==> config.mk <==
export PLATFORM = sky130hd
export DESIGN_NAME = cluster_clock_divider
export DESIGN_NICKNAME = d
export VERILOG_FILES = /design/src/rtl/cluster_clock_divider.sv
export SDC_FILE = /design/constraint.sdc
export NUM_CORES = 1
export LEC_CHECK = 0
export CORE_UTILIZATION = 55
export CTS_BUF_LIST = sky130_fd_sc_hd__clkbuf_8
export DETAILED_ROUTE_END_ITERATION = 12
export PLACE_DENSITY_LB_ADDON = 0.2
export SYNTH_ARGS = -nofsm -noshare
export SYNTH_HDL_FRONTEND = slang
export SYNTH_SLANG_ARGS = --single-unit
==> constraint.sdc <==
create_clock -name clk_i -period 4.3 [get_ports clk_i]
set_input_delay 0.645 -clock clk_i [delete_from_list [all_inputs] [get_ports clk_i]]
set_output_delay 0.645 -clock clk_i [all_outputs]
set_load 0.005 [all_outputs]
==> src/rtl/cluster_clock_divider.sv <==
// Programmable integer clock divider feeding the cluster clock mux.
// Ratio updates are committed on a divided-period boundary, so the mux never sees a runt pulse.
module cluster_clock_divider #(
    parameter int DIV_WIDTH = 8
) (
    input  logic                 clk_i,
    input  logic                 rst_ni,
    input  logic                 test_mode_i,
    input  logic                 clk_en_i,
    input  logic                 cfg_valid_i,
    output logic                 cfg_ready_o,
    input  logic [DIV_WIDTH-1:0] cfg_div_i,
    output logic                 clk_div_o,
    output logic                 clk_sel_o
);

    localparam logic [DIV_WIDTH-1:0] ONE = DIV_WIDTH'(1);
    localparam logic [DIV_WIDTH-1:0] TWO = DIV_WIDTH'(2);

    typedef enum logic [1:0] {
        IDLE,
        WAIT_END,
        LOAD
    } state_t;

    state_t               state_q, state_d;
    logic [DIV_WIDTH-1:0] div_q, div_d;
    logic [DIV_WIDTH-1:0] cnt_q, cnt_d;
    logic [DIV_WIDTH-1:0] pend_q, pend_d;
    logic [DIV_WIDTH-1:0] cnt_run;
    logic [DIV_WIDTH-1:0] last;
    logic                 run;
    logic                 next_bound;
    logic                 clk_q, clk_d;
    logic                 sel_q, sel_d;

    // Free-running counter step; the last count is a boundary where clk_en_i decides wrap or park.
    always_comb begin
        run     = (div_q >= TWO);
        last    = div_q - ONE;
        cnt_run = '0;
        if (run) begin
            if (cnt_q == last) begin
                cnt_run = clk_en_i ? '0 : last;
            end else begin
                cnt_run = cnt_q + ONE;
            end
        end
        next_bound = !run || (cnt_run == last);
    end

    // Config FSM: LOAD lands on the boundary cycle itself, so the new ratio starts seamlessly.
    always_comb begin
        state_d     = state_q;
        pend_d      = pend_q;
        div_d       = div_q;
        cnt_d       = cnt_run;
        cfg_ready_o = 1'b0;
        unique case (state_q)
            IDLE: begin
                cfg_ready_o = 1'b1;
                if (cfg_valid_i) begin
                    pend_d  = cfg_div_i;
                    state_d = WAIT_END;
                end
            end
            WAIT_END: begin
                if (next_bound) begin
                    state_d = LOAD;
                end
            end
            LOAD: begin
                div_d = pend_q;
                if ((pend_q >= TWO) && !clk_en_i) begin
                    cnt_d = pend_q - ONE;
                end else begin
                    cnt_d = '0;
                end
                state_d = IDLE;
            end
            default: state_d = IDLE;
        endcase
    end

    assign clk_d = (div_d >= TWO) && (cnt_d < (div_d >> 1));
    assign sel_d = (div_d >= TWO);

    // State, ratio, counter and registered mux-facing outputs.
    always_ff @(posedge clk_i or negedge rst_ni) begin
        if (!rst_ni) begin
            state_q <= IDLE;
            div_q   <= '0;
            cnt_q   <= '0;
            pend_q  <= '0;
            clk_q   <= 1'b0;
            sel_q   <= 1'b0;
        end else begin
            state_q <= state_d;
            div_q   <= div_d;
            cnt_q   <= cnt_d;
            pend_q  <= pend_d;
            clk_q   <= clk_d;
            sel_q   <= sel_d;
        end
    end

    assign clk_div_o = clk_q;
    assign clk_sel_o = sel_q & ~test_mode_i;

endmodule

======== Word-level counts from Yosys, hierarchy flattened ========
Cells that the tools add are included.
W data, S select, Z words.
storage, ports and cells
  flip-flop bits (word level) ............. 28
  input bits .............................. 13
  output and inout port bits .............. 3
cells by class
  $add $sub $neg .......................... 3
  magnitude comparators ................... 4
  equality and inequality tests ........... 6
  mux-type cells .......................... 10
  bitwise logic cells ..................... 2
  reduce and logical (&&, ||, !) cells .... 8
operators with widths
  operator               count
  $mux W8                6
  $ge A8 B2 Y1 const B   3
  $eq A8 B8 Y1           2
  $sub A8 B1 Y8 const B  2
  $add A8 B1 Y8 const B  1
  $lt A8 B7 Y1           1
  $mux W2                2
  $ne A2 B2 Y1 const B   2
  $pmux W2 S2            1
  $reduce_and A2 Y1      2
  $eq A2 B1 Y1 const B   1
  $eq A2 B2 Y1 const B   1
  $logic_and A1 B1 Y1    2
  $logic_not A1 Y1       2
  $logic_not A2 Y1       1
  $and A1 B1 Y1          1
  $logic_or A1 B1 Y1     1
  $mux W1                1
  $not A1 Y1             1

======== Logic depth before layout (Yosys ltp) ========
  word-level depth ........................ 8
  gate-level depth with buffers ........... 17
  gate-level depth less buffers ........... 15

======== Worst setup path after synthesis ========
OpenSTA, ideal clock, no wires.
  kind .................................... register to register
  start ................................... reg div_q[0]
  end ..................................... reg clk_q (netlist: clk_div_o)
  arrival time ............................ 3.064 ns
  required time ........................... 4.213 ns
  path slack .............................. 1.149 ns
  cell stages (with the launch flop) ...... 17
  buffers on the path ..................... 2
  clock period less this slack ............ 3.151 ns
  cell sequence ........................... dfrtp_1 buf_6 inv_1 ha_1 xnor2_1 xor2_1 nand4_2 nor4b_4 buf_6 mux2i_1 o22ai_1 ha_1 o21ai_0 nand2b_1 a21oi_1 nor2_1 a211oi_2
between the ends
  longest elaborated chain between the ends .. 7
  elaborated cells between the ends (all ways) .. 11
  those cells by class .................... add/sub (1); order compare (3); eq/ne (1); mux (5); reduce/logical (1)
ends and longest elaborated chain
  what                                     line    source
  start: declaration                       27      logic [DIV_WIDTH-1:0] div_q, div_d;
  start signal: assignment                 99      div_q <= div_d;
  $sub A8 B1 Y8                            40      last = div_q - ONE;
  $eq A8 B8 Y1 or $mux W8 (tied branches)  43, 44
  $mux W8                                  43      if (cnt_q == last) begin
  $mux W8 (*)                              42      if (run) begin
  $mux W8 (*)                              59      unique case (state_q)
  via cnt_d[1]                             28      logic [DIV_WIDTH-1:0] cnt_q, cnt_d;
  $lt A8 B7 Y1 (*)                         85      assign clk_d = (div_d >= TWO) && (cnt_d < (div_d >> 1));
  $logic_and A1 B1 Y1 (*)                  85
  via clk_d                                34      logic clk_q, clk_d;
  end signal: assignment                   102     clk_q <= clk_d;
  end: declaration                         34
The timed path passes the listed nets; every way through them passes the cells marked *.
A chain may end at the register's enable or synchronous reset.

======== Worst setup path after layout ========
Same ends and word-level chain as after synthesis.

==> metrics.md <==
| Metric | Value |
|---|---|
| WS Path Type | register to register |
| Antenna Cells | 0 |
| Fmax | 290 MHz |
| Final Hold Vio Count | 0 |
| Final nets | around 250 |
| Non-Filler Instances | between 200 and 300 |
| PortBufs | 15 |
| First-pass GRT wire length | 7.99 mm |
| P_leak | between 0.0009 and 0.001 uW |
| Cell taking the most area after synthesis | dfrtp_1 |
| Pwr/cell area | roughly 860 mW/mm^2 |
| Count leader, synth | dfrtp_1 |
| Core region area | about 0.0035 sq mm |
| Hold Path Class | register to register |
| Setup Skew | ~0.0049 ns |
| Number of synthesized flops with an enable pin | 0 |
| Met1 GRT Util | 33.1% |
| All-Layer GR Usage | between 20% and 30% |
| Seq cells post-synth | 28 |
| CP arrival | about 3.6 ns |
| Root buffer cell | clkbuf_8 |
| Drt drc | 0 |
| Cell area after synthesis | 0.00207 sq mm |
| Die ar. | approximately 0.004 sq mm |
| Final critical-path share of the clock period | approximately 80% |
| Power, Total | roughly 2000 uW |
| Placed insts | 270 |
| Vias in the first global route | roughly 1700 |
| Synth warn | 0 |
| Worst Path Max Fanout | 12 |
| Initial DRT Pass Iterations | 4 |
| DP HPWL | about 3.6 mm |
| Starting Density | about three fifths |
| CP Data Required Time | ~4.5 ns |
| Via-to-Cell Ratio | 5.92 |
| Largest net degree at the start of global routing | 29 |
| Setup Buffers After CTS | 0 |
| Gr ovfl total | 0 |
| Setup_tns | 0 ns |
| # clock sinks | 28 |
| Die H | 63.4 um |
| Layout fillers | 295 |
| Clk slew on worst S/H paths | roughly 0.090 ns |
| CP Capture Type | register |
| Bufs on Longest Clock Path | 2 |
| Post-CTS Hold Buffers | 0 |
| DRT iter0 DRCs | 127 |
| Detailed-route via count | 1621 |
| RSZ-0062 raised after global routing | no |
| Max Cap Viol | 0 |
| Ratio of cells with drive above 1 in the final layout | approximately a tenth |
| Final-report max-slew violation count | 0 |
| Top_reg_cell synth | dfrtp_1 |
| CTS tree | yes |
| Ports | 16 |
| Area Overhead vs Synth | 10.9% |
| Relative slew slack | a little over a third |
| Min Tclk post-route | 3.45 ns |
| Routed WL | ~4.7 mm |
| Wire per inst | roughly 17 um |
| Cts bufs inserted | 3 |
| Synth area leaders | dfrtp_1, xnor2_1, ha_1 |
| Worst Setup Start Kind | register |
| Chip Width | around 63 um |
| Ys async rst share | between 90% and 100% |
| # setup viols final | 0 |
| Synth top area share | 33.8% |
| GPL Wtd Cong | 0.884 |
| Met3 Use GR | approximately 1.3% |
| Mapped Cells | approximately 220 |
| Number of antenna violations at the first check in global routing | 0 |
| Synth cell count leaders | dfrtp_1, xnor2_1, nand2_1, nor2_1, mux2i_1 |
| M2 GR Usage | about 44% |
| Syn avg cell area | roughly 9.6 sq um |
| Busiest layer in global routing | met2 |
| Sequential cell area | 701 sq um |
| Number of routed nets with antenna violations | 0 |
| Cell Rows | 21 |
| H-tree level count | 1 |
| Register area share after synthesis | between 30% and 40% |
| Syn_nets | 240 |
| Max VDD drop | approximately 0.00054 V |
| Status | finished, final reports clean |
| Resized Gates After CTS | 0 |
| Worst-margin pin slew | approximately 0.96 ns |
| Clk Latency, worst-skew pair | between 0.2 and 0.3 ns |
| Multi-input gate area | roughly 0.0013 sq mm |
| Synth cell types | between 40 and 50 |
## worst max-delay path: stages (launching register included)
cell      delay, ns
dfrtp_1        0.47
inv_1          0.10
ha_1           0.27
xnor2_1        0.36
xor2_1         0.21
nand4_2        0.14
nor4b_4        0.28
buf_4          0.24
o21ai_0        0.10
o21ai_0        0.14
o22ai_1        0.15
ha_1           0.35
o21ai_0        0.08
nand2b_1       0.08
a21oi_1        0.15
nor2_1         0.07
a211oi_2       0.20
## metrics by stage
step	hold WS [ns]	worst slack (ns)	cell area, sq um	utilization (%)
2_1_floorplan	0.349	1.15	2070	-
3_3_place_gp	0.563	0.949	2240	64.7
3_5_place_dp	0.577	0.860	2240	64.7
4_1_cts	0.603	0.835	2300	66.3
5_1_grt	0.624	0.566	2300	66.3
6_report	0.600	0.847	2300	66.3
## layout by cell type (no fill, tap or decap), types with 4 or more instances in the layout
| cell | n |
|---|---|
| xor2_1 | 10 |
| o22ai_1 | 7 |
| nor3_1 | 7 |
| a21oi_1 | 5 |
| clkbuf_8 | 4 |
| xnor2_1 | 20 |
| dfrtp_1 | 28 |
| nand2b_1 | 5 |
| mux2_2 | 7 |
| ha_1 | 11 |
| clkdlybuf4s50_1 | 15 |
| nor4_1 | 4 |
| nand3_1 | 5 |
| o21ai_0 | 10 |
| nor2_1 | 16 |
| inv_1 | 12 |
| nand2_1 | 17 |
| mux2i_1 | 13 |
## flip-flops by register name, indices dropped and copies added, names as in the netlist
name and flops:
clk_div_o 1, cnt_q 8, pend_q 8, sel_q 1, div_q 8, state_q 2
## layout make-up
| type | instances | area share [%] |
|---|---|---|
| flip-flops and latches | 28 | 30.5 |
| repair buffers | 17 | 7.18 |
| well taps | 46 | 2.50 |
| clock buffers | 4 | 2.39 |
| multi-input cells | 167 | 55.5 |
| inverters | 12 | 1.96 |
## logic make-up (layout without fill, tap and decap cells)
| family | after synthesis | count (layout) | synth area share [%] |
|---|---|---|---|
| xor gates and xnor gates | 32 | 32 | 14.8 |
| AOI/OAI and AO/OA | 33 | 33 | 10.4 |
| adders and majority gates | 11 | 11 | 6.64 |
| DFF | 28 | 28 | 33.8 |
| muxes | 20 | 20 | 10.1 |
| buffers and inverters | 21 | 33 | 4.65 |
| and+or+nand+nor | 71 | 71 | 19.6 |
## power by group
group	internal, uW	total (uW)	leakage [uW]	switching (uW)
combinational	576	1210	0.000630	633
sequential	389	607	0.000341	217
clock	81.8	158	0.0000288	75.9
## path summary, 6_finish.rpt
check | start | endpoint | slack [ns] | cells past startpoint
min reg2reg | state_q[0]$_DFFE_PN0P_ | state_q[1]$_DFFE_PN0P_ | 0.60 | 2
max in group asynchronous | rst_ni | clk_div_o$_DFF_PN0_ | 3.31 | 2
max reg2reg | div_q[0]$_DFF_PN0_ | clk_div_o$_DFF_PN0_ | 0.85 | 16
min in group asynchronous | rst_ni | pend_q[0]$_DFFE_PN0P_ | 0.74 | 2
min | state_q[0]$_DFFE_PN0P_ | state_q[1]$_DFFE_PN0P_ | 0.60 | 2
max | div_q[0]$_DFF_PN0_ | clk_div_o$_DFF_PN0_ | 0.85 | 16
## routing by layer
metal | part of all wire (%) | routed length [um]
met1 | 43 | 2030
met4 | 2.6 | 123
met5 | 0 | 0
met3 | 4.2 | 198
met2 | 50 | 2380
(Power assumes the default switching activity.)
